$ cat src/rtl/multdiv_unit.sv
// multdiv_unit: iterative signed 32-bit multiply/divide, one bit per cycle, result 33 edges after start.
// Define MULTDIV_DIV_EN to build the restoring divider; without it a divide returns a fault after one cycle.
module multdiv_unit (
  input  logic        clock,
  input  logic        reset_n,
  input  logic [31:0] data_operandA,
  input  logic [31:0] data_operandB,
  input  logic        ctrl_MULT,
  input  logic        ctrl_DIV,
  output logic [31:0] data_result,
  output logic        data_exception,
  output logic        data_resultRDY,
  output logic        busy
);
  typedef enum logic [1:0] {IDLE, MULT, DIV} state_t;
  state_t state, stateNext;
  logic [5:0] iterCnt, iterCntNext;
  logic [63:0] acc, accNext, mcand, mcandNext;
  logic [31:0] opB, opBNext, resultNext;
  logic excNext, rdyNext, busyNext, done;
`ifdef MULTDIV_DIV_EN
  logic negQuot, negQuotNext, divZero, divZeroNext, divOvf, divOvfNext;
  logic [63:0] divShift;
  logic [32:0] divDiff;
  function automatic logic [31:0] mag(input logic [31:0] x);
    return x[31] ? -x : x;
  endfunction
`endif
  assign done = iterCnt == 6'd32;
  always_comb begin
    stateNext = state;
    iterCntNext = iterCnt;
    accNext = acc;
    mcandNext = mcand;
    opBNext = opB;
    resultNext = data_result;
    excNext = data_exception;
    rdyNext = 1'b0;
    busyNext = busy;
`ifdef MULTDIV_DIV_EN
    negQuotNext = negQuot;
    divZeroNext = divZero;
    divOvfNext = divOvf;
    // acc holds {partial remainder, dividend/quotient}; shift one bit in and try to subtract
    divShift = {acc[62:0], 1'b0};
    divDiff = {1'b0, divShift[63:32]} - {1'b0, opB};
`endif
    case (state)
      IDLE: if (ctrl_MULT || ctrl_DIV) begin
        stateNext = ctrl_MULT ? MULT : DIV;
        iterCntNext = 6'd0;
        busyNext = 1'b1;
        opBNext = data_operandB;
        accNext = 64'd0;
        mcandNext = {{32{data_operandA[31]}}, data_operandA};
`ifdef MULTDIV_DIV_EN
        if (!ctrl_MULT) begin
          accNext = {32'd0, mag(data_operandA)};
          opBNext = mag(data_operandB);
          negQuotNext = data_operandA[31] ^ data_operandB[31];
          divZeroNext = data_operandB == 32'd0;
          divOvfNext = data_operandA == 32'h8000_0000 && data_operandB == 32'hFFFF_FFFF;
        end
`endif
      end
      MULT: if (done) begin
        stateNext = IDLE;
        busyNext = 1'b0;
        rdyNext = 1'b1;
        resultNext = acc[31:0];
        excNext = !(&acc[63:31] || !(|acc[63:31]));
      end else begin
        // the multiplier's sign bit carries weight -2^31, so the last partial product is subtracted
        accNext = opB[iterCnt[4:0]] ? (iterCnt == 6'd31 ? acc - mcand : acc + mcand) : acc;
        mcandNext = {mcand[62:0], 1'b0};
        iterCntNext = iterCnt + 6'd1;
      end
`ifdef MULTDIV_DIV_EN
      DIV: if (done) begin
        stateNext = IDLE;
        busyNext = 1'b0;
        rdyNext = 1'b1;
        resultNext = divZero ? 32'd0 : negQuot ? -acc[31:0] : acc[31:0];
        excNext = divZero || divOvf;
      end else begin
        accNext = divDiff[32] ? divShift : {divDiff[31:0], divShift[31:1], 1'b1};
        iterCntNext = iterCnt + 6'd1;
      end
`else
      DIV: begin
        stateNext = IDLE;
        busyNext = 1'b0;
        rdyNext = 1'b1;
        resultNext = 32'd0;
        excNext = 1'b1;
      end
`endif
      default: stateNext = IDLE;
    endcase
  end
  always_ff @(posedge clock or negedge reset_n) begin
    if (!reset_n) begin
      state <= IDLE;
      iterCnt <= 6'd0;
      acc <= 64'd0;
      mcand <= 64'd0;
      opB <= 32'd0;
      data_result <= 32'd0;
      data_exception <= 1'b0;
      data_resultRDY <= 1'b0;
      busy <= 1'b0;
`ifdef MULTDIV_DIV_EN
      negQuot <= 1'b0;
      divZero <= 1'b0;
      divOvf <= 1'b0;
`endif
    end else begin
      state <= stateNext;
      iterCnt <= iterCntNext;
      acc <= accNext;
      mcand <= mcandNext;
      opB <= opBNext;
      data_result <= resultNext;
      data_exception <= excNext;
      data_resultRDY <= rdyNext;
      busy <= busyNext;
`ifdef MULTDIV_DIV_EN
      negQuot <= negQuotNext;
      divZero <= divZeroNext;
      divOvf <= divOvfNext;
`endif
    end
  end
endmodule
$ cat config.mk
export PLATFORM = sky130hd
export DESIGN_NAME = multdiv_unit
export DESIGN_NICKNAME = d
export VERILOG_FILES = /design/src/rtl/multdiv_unit.sv
export SDC_FILE = /design/constraint.sdc
export NUM_CORES = 1
export LEC_CHECK = 0
export CAP_MARGIN = 25
export CORE_UTILIZATION = 36
export DETAILED_ROUTE_END_ITERATION = 8
export GPL_TIMING_DRIVEN = 0
export SYNTH_ARGS = -nofsm -noshare
export SYNTH_HDL_FRONTEND = slang
export SYNTH_SLANG_ARGS = --single-unit
export TNS_END_PERCENT = 5
$ cat constraint.sdc
create_clock -name clock -period 6 [get_ports clock]
set_input_delay 1.8 -clock clock [delete_from_list [all_inputs] [get_ports clock]]
set_output_delay 1.8 -clock clock [all_outputs]
set_load 0.01 [all_outputs]
==> results of run 1 <==
==> sequential cells by signal, indices dropped and copies added (netlist names) <==
signal / flops
mcand: 64
data_exception: 1
data_resultRDY: 1
iterCnt: 6
busy: 1
opB: 32
state: 2
acc: 64
data_result: 32
==> per-layer routing <==
metal,vias up,wire length [microns],global-route usage (%)
met5,-,0,0
met4,0,1040,5.91
met3,68,2600,3.57
met2,355,18000,33.4
met1,5681,18600,29.9
li1,5677,-,-
==> per-stage QoR <==
stage	hold slack [ns]	area [sq um]	worst slack, ns
6_report	0.502	15900	0.198
4_1_cts	0.506	15800	0.0140
3_5_place_dp	0.491	15000	-0.416
3_3_place_gp	0.485	14900	-5.73
5_1_grt	0.516	15900	0.00272
2_1_floorplan	0.469	13300	1.12
==> timing repair <==
item                       in CTS  in global routing
setup endpoints to repair       9                 13
resized for setup               6                  7
pin swaps                       0                  0
==> critical path, cell delays in order (launching register included) <==
cell and delay [ns]:
dfrtp_1 0.49, and3_1 0.25, nand3b_1 0.48, buf_2 0.46, nand2_1 0.12, o21ai_1 0.12, fa_1 0.45, nor2b_1 0.18
o21ai_0 0.12, a21boi_1 0.26, a41oi_1 0.25, o31ai_2 0.41, a41oi_1 0.40, o31ai_2 0.51, a31oi_1 0.34, o41ai_2 0.58
xnor2_1 0.17, o21ai_0 0.08
==> final cells by class <==
class / count / area (sq um) / area share (%)
multi-input combinational: 1162 / 7870 / 49.6
clock buffer: 32 / 702 / 4.42
buffer: 77 / 294 / 1.85
tap: 468 / 586 / 3.69
timing repair buffer: 105 / 1060 / 6.70
sequential: 203 / 5080 / 32.0
clock inverter: 9 / 153 / 0.962
inverter: 33 / 124 / 0.781
==> worst max path at each step <==
stage               slack [ns]  cells after the start  startpoint        endpoint
finish                    0.20                     17  iterCnt[4]         acc[56]
global route             0.003                     22    mcand[2]         acc[63]
CTS                       0.01                     18  iterCnt[2]         acc[56]
floorplan                 1.12                     16   mcand[10]         acc[63]
detailed placement       -0.42                     18  iterCnt[2]         acc[56]
global placement         -5.73                      1     reset_n  data_result[4]
==> where the power goes <==
group / leakage [uW] / internal, uW / switching [uW]
clock: 0.000411 / 987 / 594
sequential: 0.00263 / 1860 / 567
combinational: 0.00384 / 1650 / 2620
total: 0.00688 / 4490 / 3780
==> cell usage in the layout, fill, tap and decap left out, drive strengths merged, types with 7 or more instances in the layout <==
cell type / count
nand2: 184
a21o: 37
dfrtp: 203
buf: 8
and2: 7
xnor2: 60
nor3: 14
o21ai: 165
a41oi: 7
nand2b: 10
o31ai: 30
nand4: 26
nand3: 25
o21bai: 11
clkdlybuf4s50: 101
or3: 14
a21oi: 123
o21a: 9
inv: 32
mux2i: 31
xor2: 59
mux2: 33
nor2: 72
o41ai: 12
mux4: 10
nor2b: 11
a22o: 34
ha: 70
clkbuf: 105
a31oi: 15
nor4: 18
and3: 12
==> kinds of logic (layout without fill, tap and decap cells) <==
kind of cell    count (synthesis)  count (layout)
compound gates                480             480
buf+inv                       111             256
xor+xnor                      119             119
flops                         203             203
fa+ha+maj                      71              71
mux                            74              74
simple gates                  418             418
==> results.ini, run 1 <==
[run_status]
status=complete, no violations

[synthesis]
synth-compound-area-share_pct=22.6
synth-xor-area-share_pct=7.82
yosys-top-cells-area=dfrtp_1 (38%), ha_1 (6.6%), o21ai_0 (6.1%), nand2_1 (5.2%), a21oi_1 (4.6%)
ys.flop_type=dfrtp_1
yosys.area_share.simple_pct=14.9
synthTopCellsByCount=dfrtp_1 (203), nand2_1 (184), o21ai_0 (162)
syn_inst=1476
synth_adder_area_share_pct=6.72
yosysMostFrequentCell=dfrtp_1
synthesis.area_sq_mm=0.0133
synthDistinctLibCells=71
yosysTopAreaCellShare_pct=38.1
synthMuxAreaShare_pct=6.80
postSynth.asyncResetShare_pct=100
ys_seq_area_share_pct=38.1
syn_avg_cell_area_sq_um=9.03
synth_top_family_by_area=compound AO/OA/AOI/OAI gates
ys_ff_latch=203
synth_nets=1615
synth_edf_count=0
yosysTopAreaCell=dfrtp_1
yosysWarningCount=0

[worst_setup_path]
r2r-end=acc[56]
worstSetupPathType=flop to flop
r2r_slack_ns=0.20
reg2reg_depth=17
endpoint_kind=flop
crit_fanout=10
cp.arrival_ns=6.18
r2r-start=iterCnt[4]
critPathLaunchType=flop
worstPathRequired_ns=6.38

[detailed_routing]
drtPass1Iterations=6
post-route-drc-count=0
num_vias=11800
drt_iter0_drc=872
wl_per_cell_microns=19.3
wirelength_microns=40200
drtAntennaViolNets=0
vias_per_cell=5.64

[placement]
dp_hpwl_microns=30700
io_buffers=102
gp_congestion=0.982
dp.cells=2048

[power]
irDropWorstVdd_uv=270
p_leak_uw=0.00688
power_density_mw_per_mm2=521
power_uw=8270

[grt]
grt_pass1_wl_microns=64300
first_global_vias=11500
grt.overflow.total=0
gr-usage-all-layers_pct=21.2
grt_start_max_net_pins=113
antenna_found_initial=1

[floorplan]
fp-row-count=70
start_util_pct=36.5
num_io_pins=103
die_y_microns=194
die-area_sq_mm=0.0378
core_area_sq_mm=0.0365
die_x_microns=194

[cells_and_area]
antennaDiodeCount=0
syn_to_final_growth_pct=19.0
fillers=3540
utilization_pct=43.5
final_cells=2089
drive_gt1_share_pct=6.85
nNetsFinal=1745

[clock_tree]
clock-sinks=203
cts_tree=done
cts_buffers=24
cts_hold_buf=0
root_buffer=clkbuf_16
postCtsSetupBuffers=0
cts_buffer_depth=3
h-tree-depth=1
clkTransAtPathRegs_ns=0.06
insertion_delay_ns=0.53

[sta]
fin_crit_ns=5.80
worst_slew_margin_rel_pct=34.6
layout_worst_path_cycle_share_pct=96.7
rsz0062_at_grt=no
hold_viol_final=0
tightestPinTransition_ns=0.981
setup_viol=0
fin_worst_skew_ns=0.0161
setup_tns_ns=0
final-max-slew-violation-count=0
fmax_ghz=0.172

[min_path]
worstHoldStart=data_result[31]
worst_hold_path.num_cells=1
hold-path-endpoint=data_result[31]
hold_class=flop to flop

[job]
drv_cap=0

Power figures use the tool's default switching activity.
==> inputs of run 2 (changes only) <==
Settings changed: DONT_BUFFER_PORTS from default to 1.
==> run 2 against run 1 <==
Via count down 3.1%. Sequential share of layout area up 2.4 points. Clock-buffer cell count down 2. Register-to-register slack better by 0.03 ns. Fmax up 0.58%. Clock skew up 0.0037 ns. Hold slack better by 0.0012 ns. Clock power down 7%. Flip-flop and latch count unchanged. Critical path depth unchanged. Global-route usage down 0.58 points. Combinational power down 3%. Critical path type unchanged. Critical endpoint is now acc[59]. Largest power group unchanged.
==> results.ini, run 2 (synthesized netlist as in run 1, its figures left out) <==
[cells_and_area]
multi_input_area_sq_mm=0.00788
seqCellArea_sq_mm=0.00508
fin_area_sq_mm=0.0148
final_common_cell=dfrtp_1
syn_to_final_growth_pct=10.9
layout_common_cells=dfrtp_1 (203), nand2_1 (184), o21ai_0 (162)
fillers=3605
drive_gt1_share_pct=7.30
reg_top3=acc x64, mcand x64
nNetsFinal=1644

[clock_tree]
clkTransAtPathRegs_ns=0.06
h-tree-depth=1
cts_buffers=24
cts_hold_buf=0
cts_buffer_depth=3
cts_tree=done
root_buffer=clkbuf_16
clock-sinks=203
insertion_delay_ns=0.55

[sta]
tightestPinTransition_ns=1.06
rsz0062_at_grt=yes
fmax_ghz=0.173
fin_worst_skew_ns=0.0198
hold_viol_final=0
final-max-slew-violation-count=0
layout_worst_path_cycle_share_pct=96.1
worst_slew_margin_rel_pct=28.6
setup_viol=0
setup_tns_ns=0
fin_crit_ns=5.77

[worst_setup_path]
r2r-end=acc[59]
cp.arrival_ns=6.19
cp-startpoint=iterCnt[2]
endpoint_kind=flop
crit_fanout=10
critPathLaunchType=flop
worstSetupPathType=flop to flop
r2r-start=iterCnt[2]
crit_end=acc[59]
worstPathRequired_ns=6.42
reg2reg_depth=17
r2r_slack_ns=0.23

[detailed_routing]
drt_iter0_drc=827
post-route-drc-count=0
vias_per_cell=5.73
num_vias=11400
drtPass1Iterations=5
wirelength_microns=39400
drtAntennaViolNets=0
wl_per_cell_microns=19.8

[job]
drv_cap=0

[placement]
dp_hpwl_microns=29700
io_buffers=0
gp_congestion=0.935
place_area_sq_mm=0.0139

[grt]
first_global_vias=10900
grt_start_max_net_pins=204
gr-usage-all-layers_pct=20.6
grt.overflow.total=0
antenna_found_initial=2
grt_pass1_wl_microns=61800

[power]
power_uw=8070
p_leak_uw=0.00645
power_density_mw_per_mm2=546
irDropWorstVdd_uv=335

[min_path]
hold_class=flop to flop

[floorplan]
die_y_microns=194
fp-row-count=70
num_io_pins=103
core_area_sq_mm=0.0365
die_x_microns=194
die-area_sq_mm=0.0378
start_util_pct=36.5

[run_status]
status=complete, no violations

run 2: cell count changes in the layout (fill, tap and decap cells not counted), sizes merged:
cell           previous run  this run
clkdlybuf4s50           101         0
clkinv                    3         7
bufinv                    4         2
clkbuf                  105       103
diode                     0         2
clkinvlp                  3         4
run 2: worst min-delay path by stage:
stage,start,end,slack (ns),depth (start not counted)
final,opB[17],opB[17],0.50,1
after global routing,opB[14],opB[14],0.52,1
after CTS,opB[17],opB[17],0.51,1
after detailed placement,opB[17],opB[17],0.49,1
after global placement,opB[26],opB[26],0.48,1
after floorplan,mcand[63],mcand[63],0.47,2
run 2: report_power, final:
part           switching [uW]  internal [uW]
combinational            2550           1590
sequential                583           1860
clock                     614            860
total                    3750           4320
run 2: final cells by class:
type,instances,area share [%]
Inverter,33,0.838
Buffer,77,1.97
Clock inverter,12,0.939
Tap cell,468,3.96
Multi-Input combinational cell,1162,53.3
Clock buffer,30,4.42
Antenna cell,2,0.0339
Sequential cell,203,34.4
Timing Repair Buffer,4,0.203
run 2: metrics by stage:
step           std cells  hold WS (ns)  utilization (%)  setup WS, ns
6_report            1991         0.503             40.5         0.231
3_5_place_dp        1944         0.493             38.1        -0.454
2_1_floorplan       1476         0.469                -          1.12
3_3_place_gp        1944         0.482             38.1        -0.363
4_1_cts             1986         0.506             40.3        0.0239
5_1_grt             1989         0.524             40.5     -0.000280
run 2: worst max-delay path: stages (launching register included):
cell and delay [ns]:
dfrtp_1 0.46, and3_1 0.24, nand3b_1 0.23, clkbuf_1 0.57, o31ai_1 0.19, xor2_1 0.18
ha_1 0.39, and3_1 0.29, nand2_1 0.08, a21oi_1 0.39, nor2_1 0.25, o41ai_4 0.57
a41oi_2 0.35, o41ai_2 0.56, a41oi_1 0.29, o21ai_0 0.33, xnor2_1 0.17, o21ai_1 0.08
run 2: layer usage:
| layer | up-vias | part of all wire (%) | global-route usage, % | wire length (microns) |
|---|---|---|---|---|
| li1 | 5474 | - | - | - |
| met1 | 5529 | 46 | 29.4 | 18200 |
| met2 | 365 | 45 | 32.0 | 17600 |
| met3 | 46 | 6.9 | 3.57 | 2730 |
| met4 | 0 | 2.1 | 5.67 | 827 |
| met5 | - | 0 | 0 | 0 |
run 2: what timing repair did:
action                                  4_1_cts  5_1_grt
buffers inserted                              0        3
hold endpoints to repair                      0        0
cloned                                        0        0
endpoints found under the setup margin        9        9
gates resized for setup                       6        4
pin swaps                                     0        1
==> inputs of run 3 (changes only) <==
==> constraint.sdc (replaced) <==
create_clock -name clock -period 6 [get_ports clock]
set_input_delay 1.2 -clock clock [delete_from_list [all_inputs] [get_ports clock]]
set_output_delay 1.2 -clock clock [all_outputs]
set_load 0.01 [all_outputs]
==> results of run 3 <==
The final DEF is identical to that of run 2. Status: complete, no violations.
Main changes from that run: clock-pin slew on the worst setup and hold paths 0.06 ns -> 0.07 ns; hold slack 0.503 ns -> 0.382 ns
